--- src/rtl/vga_bounce_box.sv ---
// Bouncing box renderer: moves a square once per frame and colours pixels behind the sync generator.
// Optional macro VGA_BOUNCE_BORDER_EN draws a one-pixel white frame around the active area.
module vga_bounce_box #(
    parameter int          BOX_SIZE = 32,
    parameter int          STEP     = 2,
    parameter logic [11:0] BG_COLOR = 12'h00F
) (
    input  logic        clk,
    input  logic        reset,
    input  logic        p_tick,
    input  logic        video_on,
    input  logic [9:0]  x,
    input  logic [9:0]  y,
    input  logic        hsync_in,
    input  logic        vsync_in,
    input  logic [11:0] sw,
    input  logic        pause,
    output logic        hsync,
    output logic        vsync,
    output logic [11:0] rgb,
    output logic        frame_tick
);

    localparam logic [10:0] BOX_W   = 11'(BOX_SIZE);
    localparam logic [10:0] STEP_W  = 11'(STEP);
    localparam logic [10:0] X_LIMIT = 11'd640;
    localparam logic [10:0] Y_LIMIT = 11'd480;

    logic [9:0]  bx;
    logic [9:0]  by;
    logic        dir_x;
    logic        dir_y;
    logic        upd;
    logic [10:0] next_x;
    logic [10:0] next_y;
    logic        in_box;
    logic [11:0] pixel_color;

    // One axis of motion; returns {new_direction, new_position}.
    function automatic logic [10:0] step_axis(input logic [9:0]  pos,
                                              input logic        dir,
                                              input logic [10:0] limit);
        logic [10:0] np;
        logic [10:0] result;
        np = {1'b0, pos} + STEP_W;
        if (dir) begin
            if (np + BOX_W >= limit)
                result = {1'b0, 10'(limit - BOX_W)};
            else
                result = {1'b1, np[9:0]};
        end else begin
            if ({1'b0, pos} <= STEP_W)
                result = {1'b1, 10'd0};
            else
                result = {1'b0, pos - STEP_W[9:0]};
        end
        return result;
    endfunction

    // Line 480 is in vertical blanking, so moving the box there never tears the picture.
    assign upd    = p_tick && (x == 10'd0) && (y == 10'd480);
    assign next_x = step_axis(bx, dir_x, X_LIMIT);
    assign next_y = step_axis(by, dir_y, Y_LIMIT);

    assign in_box = ({1'b0, x} >= {1'b0, bx}) && ({1'b0, x} < {1'b0, bx} + BOX_W) &&
                    ({1'b0, y} >= {1'b0, by}) && ({1'b0, y} < {1'b0, by} + BOX_W);

    always_comb begin
        pixel_color = in_box ? sw : BG_COLOR;
`ifdef VGA_BOUNCE_BORDER_EN
        if ((x == 10'd0) || (x == 10'd639) || (y == 10'd0) || (y == 10'd479))
            pixel_color = 12'hFFF;
`endif
    end

    always_ff @(posedge clk or posedge reset) begin
        if (reset) begin
            bx    <= 10'd0;
            by    <= 10'd0;
            dir_x <= 1'b1;
            dir_y <= 1'b1;
        end else if (upd && !pause) begin
            {dir_x, bx} <= next_x;
            {dir_y, by} <= next_y;
        end
    end

    // Pixel pipeline: one p_tick of latency, syncs delayed by the same amount.
    always_ff @(posedge clk or posedge reset) begin
        if (reset) begin
            rgb        <= 12'h000;
            hsync      <= 1'b0;
            vsync      <= 1'b0;
            frame_tick <= 1'b0;
        end else begin
            frame_tick <= upd;
            if (p_tick) begin
                rgb   <= video_on ? pixel_color : 12'h000;
                hsync <= hsync_in;
                vsync <= vsync_in;
            end
        end
    end

endmodule

--- config.mk ---
export PLATFORM = sky130hd
export DESIGN_NAME = vga_bounce_box
export DESIGN_NICKNAME = d
export VERILOG_FILES = /design/src/rtl/vga_bounce_box.sv
export SDC_FILE = /design/constraint.sdc
export NUM_CORES = 1
export LEC_CHECK = 0
export ABC_AREA = 1
export CORE_MARGIN = 2
export CORE_UTILIZATION = 50
export DETAILED_ROUTE_END_ITERATION = 8
export PLACE_DENSITY = 0.87
export SKIP_LAST_GASP = 1
export SLEW_MARGIN = 10
export SYNTH_ARGS = -nofsm -noshare
export SYNTH_HDL_FRONTEND = slang
export SYNTH_SLANG_ARGS = --single-unit
--- constraint.sdc ---
create_clock -name clk -period 2.4 [get_ports clk]
set_input_delay 0.48 -clock clk [delete_from_list [all_inputs] [get_ports clk]]
set_output_delay 0.48 -clock clk [all_outputs]
set_load 0.02 [all_outputs]
==> results of run 1 <==
==> cell usage in the layout, fill, tap and decap left out, types with 2 or more instances in the layout <==
master and n:
a21oi_1 34, a21oi_2 2, buf_4 32, clkbuf_8 5, clkdlybuf4s50_1 53, dfrtp_1 24, dfrtp_2 9, dfstp_2 2
ha_1 40, inv_1 43, inv_2 10, nand2_1 133, nand2_2 11, nand2_4 5, nand3_1 20, nand3_2 7
nand3_4 2, nand3b_1 5, nand4_1 22, nor2_1 53, nor2_2 7, nor2_4 3, nor3_1 2, nor3_2 2
nor4_1 2, nor4_2 2, o2111ai_1 2, o21a_1 4, o21ai_0 7, o21ai_1 9, o21ai_2 8, or2_2 2
xnor2_1 2, xor2_1 15, xor2_2 2
==> cells in the mapped netlist, drive strengths merged, types with 2 or more instances <==
library cell  instances
o21ai                24
nand3b                5
xnor2                 2
o21a                  4
inv                  53
nor3                  4
clkbuf                5
ha                   41
dfrtp                33
nand4                22
nor4                  4
nor2                 64
a21oi                36
nand3                29
xor2                 18
buf                  10
dfstp                 2
o2111ai               2
nand2               149
or2                   4
==> stage by stage <==
| stage | setup TNS, ps | util | hold slack [ps] | worst slack [ps] | std cells |
|---|---|---|---|---|---|
| final | 0 | 0.647 | 479 | 63.1 | 692 |
| after global placement | -207 | 0.617 | 463 | -30.5 | 680 |
| after detailed placement | -1180 | 0.617 | 463 | -131 | 680 |
| after floorplan | 0 | - | 517 | 173 | 515 |
| after global routing | -727 | 0.647 | 505 | -113 | 692 |
| after CTS | 0 | 0.633 | 484 | 1.19 | 688 |
==> path summary, 6_finish.rpt <==
path | start | to | slack, ps | cells after the start
max in group asynchronous | reset | dir_x$_DFFE_PP1P_ | 1440 | 3
max | by[1]$_DFFE_PP0P_ | by[9]$_DFFE_PP0P_ | 60 | 13
min in group asynchronous | reset | rgb[2]$_DFFE_PP0P_ | 600 | 3
max reg2reg | by[1]$_DFFE_PP0P_ | by[9]$_DFFE_PP0P_ | 60 | 13
min reg2reg | hsync$_DFFE_PP0P_ | hsync$_DFFE_PP0P_ | 480 | 2
min | hsync$_DFFE_PP0P_ | hsync$_DFFE_PP0P_ | 480 | 2
==> worst min-delay path, stage by stage (launching register included) <==
cell and delay (ps):
dfrtp_1 350, nand2_1 50, nand2_1 40
==> metal layers <==
metal	GRT usage	routed length [um]	vias to the layer above
met5	0	0	-
met4	0.102	294	0
met3	0.0397	377	29
met2	0.450	5070	123
met1	0.284	3960	1772
li1	-	-	1850
==> sequential cells by signal, indices dropped and copies added (netlist names) <==
| name | cells |
|---|---|
| bx | 9 |
| by | 9 |
| dir_x | 1 |
| dir_y | 1 |
| frame_tick | 1 |
| hsync | 1 |
| rgb | 12 |
| vsync | 1 |
==> cell type report <==
cell class                      count  area, um2  area share
Multi-Input combinational cell    412       2540       0.548
Sequential cell                    35        890       0.192
Tap cell                           99        124      0.0267
Clock inverter                      3       43.8     0.00944
Clock buffer                        5       68.8      0.0148
Timing Repair Buffer               85        771       0.166
Inverter                           53        199      0.0429
==> cells by family (layout without fill, tap and decap cells) <==
logic type,Yosys count,in the layout,synth area share
adder cells (fa/ha/maj),41,41,0.140
AO/OA/AOI/OAI,69,69,0.113
buffers and inverters,68,146,0.0791
flip-flops,35,35,0.240
AND/OR/NAND/NOR,282,282,0.374
XOR/XNOR,20,20,0.0531
==> report_power, final <==
| part | switching (mW) | total (mW) | leakage, nW | internal [mW] |
|---|---|---|---|---|
| Combinational | 0.115 | 0.237 | 1.72 | 0.122 |
| Clock | 0.217 | 0.526 | 0.0581 | 0.309 |
| Sequential | 0.00685 | 0.607 | 0.456 | 0.601 |
==> timing repair <==
item                                    CTS  global route
setup buffers                             0             4
endpoints found under the setup margin    0            28
resized for setup                         0            21
==> impl_metrics.py, run 1 <==
metrics = {
    "status": {
        "status": "finished clean",
    },
    "sta": {
        "worst_pin_slew_ps": 449,
        "hold_viol": 0,
        "max_slew_margin": 0.700,
        "setup_violations": 0,
        "period_share": 0.974,
        "max_freq_mhz": 428,
        "rsz0062_at_grt": "true",
        "period_needed_ps": 2340,
        "skew_ps": 9.21,
        "drv_slew": 0,
    },
    "logic_synthesis": {
        "ys.warnings.count": 0,
        "synth-seq-cells": 35,
        "post_synth.cell_area_avg_um2": 7.09,
        "synth_top_area_share": 0.226,
        "yosys.cell_types.count": 42,
        "ys.flop_type": "dfrtp_1",
        "synth_top_cell_by_area": "dfrtp_1",
        "synth-async-reset-ratio": 1.00,
        "synth_cells": 515,
        "seq_area_frac_synth": 0.240,
        "synthTopCellsByArea": "dfrtp_1 23%, ha_1 14%, nand2_1 14%, nor2_1 5.5%, a21oi_1 4.9%",
        "synth_nets": 595,
        "synthesis.area_mm2": 0.00365,
        "synth_edf_count": 0,
    },
    "setup_path": {
        "cpPeakStageDelay_ps": 450,
        "crit_family": "simple AND/OR/NAND/NOR gates",
        "cp_max_fo": 9,
        "worst-path-buf-inv": 2,
        "cp.arrival_ps": 2540,
        "worst_path_max_delay_cell": "dfrtp_2",
        "crit_chain": "ha_1 -> nand3_4 -> buf_4 -> xor2_4 -> ha_1 -> inv_1 -> a21oi_2 -> nand3_2 -> nand3_1 -> nand2_2 -> nand2_4 -> nand4_1 -> a21oi_2",
        "startpoint_type": "flop",
        "cp_data_required_time_ps": 2600,
        "cp-end-kind": "flop",
        "worstSetupPathType": "flop to flop",
    },
    "detailed_routing": {
        "drt_iter0_markers": 234,
        "vias_per_cell": 5.45,
        "drtAntennaViolNets": 0,
        "wl_per_cell_um": 14.0,
        "first_pass_iters": 4,
        "totalWireLength_um": 9700,
        "post-route-drc-count": 0,
        "vias": 3774,
    },
    "hold_path": {
        "hold_path_class": "flop to flop",
    },
    "finish": {
        "nNetsFinal": 672,
        "diodes": 0,
        "area_delta_synth_final_pct": 27.0,
        "fill_cells": 591,
        "drive_above_1_share": 0.199,
        "fin_area_mm2": 0.00464,
    },
    "clock_network": {
        "cts_tree": "yes",
        "numCtsBuffers": 5,
        "ctsHoldBuffers": 0,
        "clock-root-buffer": "clkbuf_8",
        "cts_buffer_depth": 2,
        "clk_latency_ps": 280,
        "h-tree-depth": 2,
        "path_clk_slew_ps": 80,
        "cts.sinks": 35,
    },
    "pwr": {
        "ir_drop_uv": 319,
        "power_density_mw_per_mm2": 295,
        "p_total_mw": 1.37,
        "p_leak_nw": 2.23,
    },
    "flow_run": {
        "drv_cap": 0,
    },
    "floorplan": {
        "core_mm2": 0.00718,
        "initial_core_util": 0.509,
        "num_rows": 31,
        "die_area_mm2": 0.00801,
        "ios": 54,
        "die_y_um": 89.5,
        "die_w_um": 89.5,
    },
    "global_route": {
        "grt_pass1_vias": 3687,
        "antenna_found_initial": 0,
        "grt_use_total": 0.246,
        "grt_max_degree": 36,
        "grt_pass1_wl_um": 15800,
        "grt.overflow.total": 0,
    },
    "place": {
        "placement.io_buffers": 53,
        "placed_area_mm2": 0.00443,
        "gp_congestion": 0.959,
        "hpwl_um": 7620,
    },
}
Note: power is estimated with default switching activity, not from simulation.
==> run 2, diff against run 1 <==
--- a/config.mk
+++ b/config.mk
@@ -7,9 +7,11 @@
 export LEC_CHECK = 0
 export ABC_AREA = 1
 export CORE_MARGIN = 2
-export CORE_UTILIZATION = 50
+export CORE_UTILIZATION = 51
 export DETAILED_ROUTE_END_ITERATION = 8
-export PLACE_DENSITY = 0.87
+export DONT_BUFFER_PORTS = 1
+export HOLD_SLACK_MARGIN = 0.1
+export PLACE_DENSITY = 0.79
 export SKIP_LAST_GASP = 1
 export SLEW_MARGIN = 10
 export SYNTH_ARGS = -nofsm -noshare
==> run 2 against run 1 <==
Net effect:
- worst setup slack gained 0.87 ps
- total power shrank 6.1%
- highest routed layer unchanged
- combinational power shrank 44%
==> impl_metrics.py, run 2 (synthesis results as in run 1) <==
metrics = {
    "clock_network": {
        "clock-root-buffer": "clkbuf_8",
        "ctsHoldBuffers": 0,
        "path_clk_slew_ps": 70,
        "h-tree-depth": 2,
        "clk_latency_ps": 290,
        "numCtsBuffers": 5,
        "cts_buffer_depth": 2,
        "cts.sinks": 35,
        "cts_tree": "yes",
    },
    "pwr": {
        "power_density_mw_per_mm2": 310,
        "ir_drop_uv": 250,
        "p_leak_nw": 2.05,
    },
    "setup_path": {
        "ff2ff_path_depth": 14,
        "startpoint_type": "flop",
        "cp_data_required_time_ps": 2580,
        "worstReg2RegEnd": "rgb[1]$_DFFE_PP0P_",
        "cp-end-kind": "flop",
        "reg2reg_setup_slack_ps": 60,
        "worstSetupPathType": "flop to flop",
        "cp_max_fo": 6,
        "cp.arrival_ps": 2520,
        "startpoint": "bx[5]$_DFFE_PP0P_",
        "r2r-start": "bx[5]$_DFFE_PP0P_",
    },
    "detailed_routing": {
        "post-route-drc-count": 0,
        "first_pass_iters": 5,
        "drtAntennaViolNets": 0,
        "vias_per_cell": 5.51,
        "drt_iter0_markers": 143,
        "totalWireLength_um": 9690,
        "vias": 3504,
        "wl_per_cell_um": 15.2,
    },
    "finish": {
        "layout_commonest_cell": "nand2_1",
        "final_cell_mix": "132 x nand2_1, 53 x nor2_1, 43 x inv_1, 38 x ha_1, 35 x a21oi_1",
        "diodes": 0,
        "largest_register": "rgb",
        "nNetsFinal": 619,
        "drive_above_1_share": 0.219,
        "top_regs": "rgb x12, bx x9, by x9",
        "largest_reg_flops": 12,
        "area_delta_synth_final_pct": 13.8,
        "final_cells": 636,
    },
    "floorplan": {
        "die_area_mm2": 0.00786,
        "core_mm2": 0.00687,
        "die_w_um": 88.6,
        "die_y_um": 88.6,
        "num_rows": 30,
        "initial_core_util": 0.532,
        "ios": 54,
    },
    "sta": {
        "hold_viol": 0,
        "fin_setup_tns_ps": 0,
        "rsz0062_at_grt": "true",
        "period_share": 0.973,
        "skew_ps": 2.96,
        "max_slew_margin": 0.689,
        "drv_slew": 0,
        "max_freq_mhz": 428,
        "setup_violations": 0,
        "period_needed_ps": 2340,
        "worst_pin_slew_ps": 466,
    },
    "global_route": {
        "grt_use_total": 0.252,
        "grt_pass1_vias": 3413,
        "grt.overflow.total": 0,
        "antenna_found_initial": 0,
        "grt_pass1_wl_um": 15600,
        "grt_max_degree": 36,
    },
    "place": {
        "dp_cells": 619,
        "hpwl_um": 7410,
        "gp_congestion": 0.918,
        "placement.io_buffers": 0,
    },
    "flow_run": {
        "drv_cap": 0,
    },
    "status": {
        "status": "finished clean",
    },
    "hold_path": {
        "hold_path_class": "primary input to async pin",
    },
}
[run 2: cell count changes in the layout (fill, tap and decap cells not counted), moves of 2 or more]
cell	delta
buf_6	+2
dfrtp_2	-2
buf_4	-2
dfrtp_1	+2
ha_4	+2
ha_1	-2
clkdlybuf4s50_1	-53
[run 2: worst max-delay path by stage]
stage	slack, ps	end	cells after the start
floorplan	170	by[2]$_DFFE_PP0P_	14
global placement	110	rgb[5]$_DFFE_PP0P_	12
detailed placement	30	rgb[5]$_DFFE_PP0P_	12
CTS	30	rgb[5]$_DFFE_PP0P_	12
global route	-50	rgb[2]$_DFFE_PP0P_	14
finish	60	rgb[1]$_DFFE_PP0P_	14
[run 2: report_power, final]
group	internal, mW	leakage, nW	switching, mW
Sequential	0.600	0.460	0.0224
Clock	0.309	0.0581	0.223
Combinational	0.0508	1.53	0.0822
Total	0.960	2.05	0.327
[run 2: metrics by stage]
stage                     instance area (um2)  setup slack [ps]  hold WS (ps)  utilization  total power [mW]
after floorplan                          3650               173           517            -             0.725
after global placement                   3860               108           502        0.561             0.748
after detailed placement                 3860              25.3           513        0.561             0.754
after CTS                                3970              31.1           198        0.578              1.29
after global routing                     4160             -53.3           230        0.605              1.35
final                                    4160              63.9           185        0.605              1.29
[run 2: repair_timing]
action,in CTS,in global routing
gates resized for setup,0,29
setup endpoints to repair,0,24
setup buffers,0,9
[run 2: area by class of cell]
type	instances	area (um2)
Fill cell	628	2710
Multi-Input combinational cell	412	2590
Sequential cell	35	887
Timing Repair Buffer	32	248
Inverter	53	204
Tap cell	96	120
Clock buffer	5	68.8
Clock inverter	3	43.8
[run 2: per-layer routing]
layer	share of wire	vias up	track usage
met5	0	-	0
met4	0.023	0	0.0744
met3	0.053	20	0.0354
met2	0.51	117	0.460
met1	0.41	1628	0.305
li1	-	1739	-
[run 2: worst max-delay path: stages (launching register included)]
cell and delay [ps]:
dfrtp_2 460, ha_4 180, nand2_4 60, nor2_4 120, xor2_1 200, ha_1 280, nand4_1 120, nor2_1 80
nor2_1 160, o31ai_2 100, nor2_2 120, buf_6 150, nand3b_1 90, nand2_1 70, nand2_1 50
==> run 3, diff against run 2 <==
--- a/config.mk
+++ b/config.mk
@@ -12,6 +12,7 @@
 export DONT_BUFFER_PORTS = 1
 export HOLD_SLACK_MARGIN = 0.1
 export PLACE_DENSITY = 0.79
+export RECOVER_POWER = 25
 export SKIP_LAST_GASP = 1
 export SLEW_MARGIN = 10
 export SYNTH_ARGS = -nofsm -noshare
==> run 3 against run 2 <==
Net effect:
- final cell count stayed put
- clock skew increased by 0.73 ps
- combinational power hardly changed
- register-to-register slack about the same
- die area unchanged
- sequential power is essentially flat
- global-route usage did not move
==> impl_metrics.py, run 3 (synthesis results as in run 1) <==
metrics = {
    "status": {
        "status": "finished clean",
    },
    "finish": {
        "diodes": 0,
        "layout_commonest_cell": "nand2_1",
        "final_cells": 636,
        "fin_area_mm2": 0.00416,
        "largest_reg_flops": 12,
        "largest_register": "rgb",
        "top_regs": "rgb x12, bx x9, by x9",
        "nNetsFinal": 619,
        "drive_above_1_share": 0.219,
        "final_cell_mix": "132 x nand2_1, 53 x nor2_1, 43 x inv_1, 38 x ha_1, 35 x a21oi_1",
        "area_delta_synth_final_pct": 13.7,
    },
    "clock_network": {
        "clock-root-buffer": "clkbuf_8",
        "path_clk_slew_ps": 70,
        "clk_latency_ps": 290,
        "ctsHoldBuffers": 0,
        "cts.sinks": 35,
        "cts_buffer_depth": 2,
        "cts_tree": "yes",
        "numCtsBuffers": 5,
        "h-tree-depth": 2,
    },
    "global_route": {
        "grt_max_degree": 36,
        "grt_pass1_vias": 3413,
        "grt_use_total": 0.252,
        "grt_pass1_wl_um": 15600,
        "antenna_found_initial": 0,
        "grt.overflow.total": 0,
    },
    "floorplan": {
        "die_w_um": 88.6,
        "core_mm2": 0.00687,
        "die_area_mm2": 0.00786,
        "num_rows": 30,
        "initial_core_util": 0.532,
        "die_y_um": 88.6,
        "ios": 54,
    },
    "sta": {
        "skew_ps": 3.69,
        "worst_pin_slew_ps": 892,
        "setup_violations": 0,
        "fin_setup_tns_ps": 0,
        "max_freq_mhz": 428,
        "max_slew_margin": 0.405,
        "rsz0062_at_grt": "true",
        "drv_slew": 0,
        "hold_viol": 0,
        "period_share": 0.973,
        "period_needed_ps": 2340,
    },
    "pwr": {
        "comb_power_share": 0.103,
        "p_sw_uw": 329,
        "p_leak_nw": 2.05,
        "ir_drop_uv": 251,
        "power_density_mw_per_mm2": 310,
        "switching_share": 0.255,
        "p_int_uw": 960,
        "pwr-share-seq": 0.483,
        "p_clk_frac": 0.414,
    },
    "detailed_routing": {
        "vias": 3517,
        "first_pass_iters": 5,
        "drt_iter0_markers": 131,
        "vias_per_cell": 5.53,
        "drtAntennaViolNets": 0,
        "wl_per_cell_um": 15.2,
        "totalWireLength_um": 9700,
        "post-route-drc-count": 0,
    },
    "setup_path": {
        "reg2reg_setup_slack_ps": 60,
        "cp-end-kind": "flop",
        "worstReg2RegEnd": "rgb[1]$_DFFE_PP0P_",
        "cp_data_required_time_ps": 2580,
        "worstSetupPathType": "flop to flop",
        "startpoint_type": "flop",
        "cp_max_fo": 6,
        "startpoint": "bx[5]$_DFFE_PP0P_",
        "cp.arrival_ps": 2520,
        "ff2ff_path_depth": 14,
        "r2r-start": "bx[5]$_DFFE_PP0P_",
        "endpoint": "rgb[1]$_DFFE_PP0P_",
    },
    "place": {
        "gp_congestion": 0.918,
        "placement.io_buffers": 0,
        "placed_area_mm2": 0.00386,
        "hpwl_um": 7410,
        "dp_cells": 619,
    },
    "hold_path": {
        "hold_path_class": "primary input to flop",
        "hold-path-cell-count": 2,
        "worstHoldStart": "p_tick",
    },
    "flow_run": {
        "drv_cap": 0,
    },
}
## run 3: metrics by stage
step	worst slack (ps)	util	hold WS [ps]	power, mW
global route	-53.3	0.605	312	1.35
CTS	31.1	0.578	198	1.29
floorplan	173	-	517	0.725
finish	64.8	0.605	306	1.29
global placement	108	0.561	502	0.748
detailed placement	25.3	0.561	513	0.754
## run 3: layout make-up
type | count | area (um2)
fill | 629 | 2710
multi-input combinational | 412 | 2590
sequential | 35 | 887
timing repair buffer | 32 | 245
inverter | 53 | 204
tap | 96 | 120
clock buffer | 5 | 68.8
clock inverter | 3 | 43.8
## run 3: layer usage
layer / vias up / part of all wire / track usage
li1: 1739 / - / -
met1: 1633 / 0.41 / 0.305
met2: 125 / 0.51 / 0.460
met3: 20 / 0.055 / 0.0354
met4: 0 / 0.023 / 0.0744
met5: - / 0 / 0
## run 3: worst min-delay path by stage
stage,to
2_1_floorplan,bx[2]$_DFFE_PP0P_
4_1_cts,rgb[5]$_DFFE_PP0P_
5_1_grt,hsync$_DFFE_PP0P_
6_report,hsync$_DFFE_PP0P_
3_5_place_dp,bx[8]$_DFFE_PP0P_
3_3_place_gp,bx[8]$_DFFE_PP0P_
## run 3: critical path, cell delays in order (launching register included)
cell	delay [ps]
dfrtp_2	460
ha_4	180
nand2_4	60
nor2_4	120
xor2_1	200
ha_1	280
nand4_1	120
nor2_1	80
nor2_1	160
o31ai_2	100
nor2_2	120
buf_6	150
nand3b_1	90
nand2_1	70
nand2_1	50
## run 3: timing repair
item / in CTS / in global routing
setup buffers: 0 / 9
setup endpoints to repair: 0 / 24
gates resized for setup: 0 / 29
## run 3: power groups by stage
stage,Sequential [mW],Clock (mW),Combinational (mW)
detailed placement,0.634,0,0.120
finish,0.623,0.534,0.132
global route,0.624,0.575,0.153
global placement,0.634,0,0.114
floorplan,0.631,0,0.0932
CTS,0.623,0.550,0.120
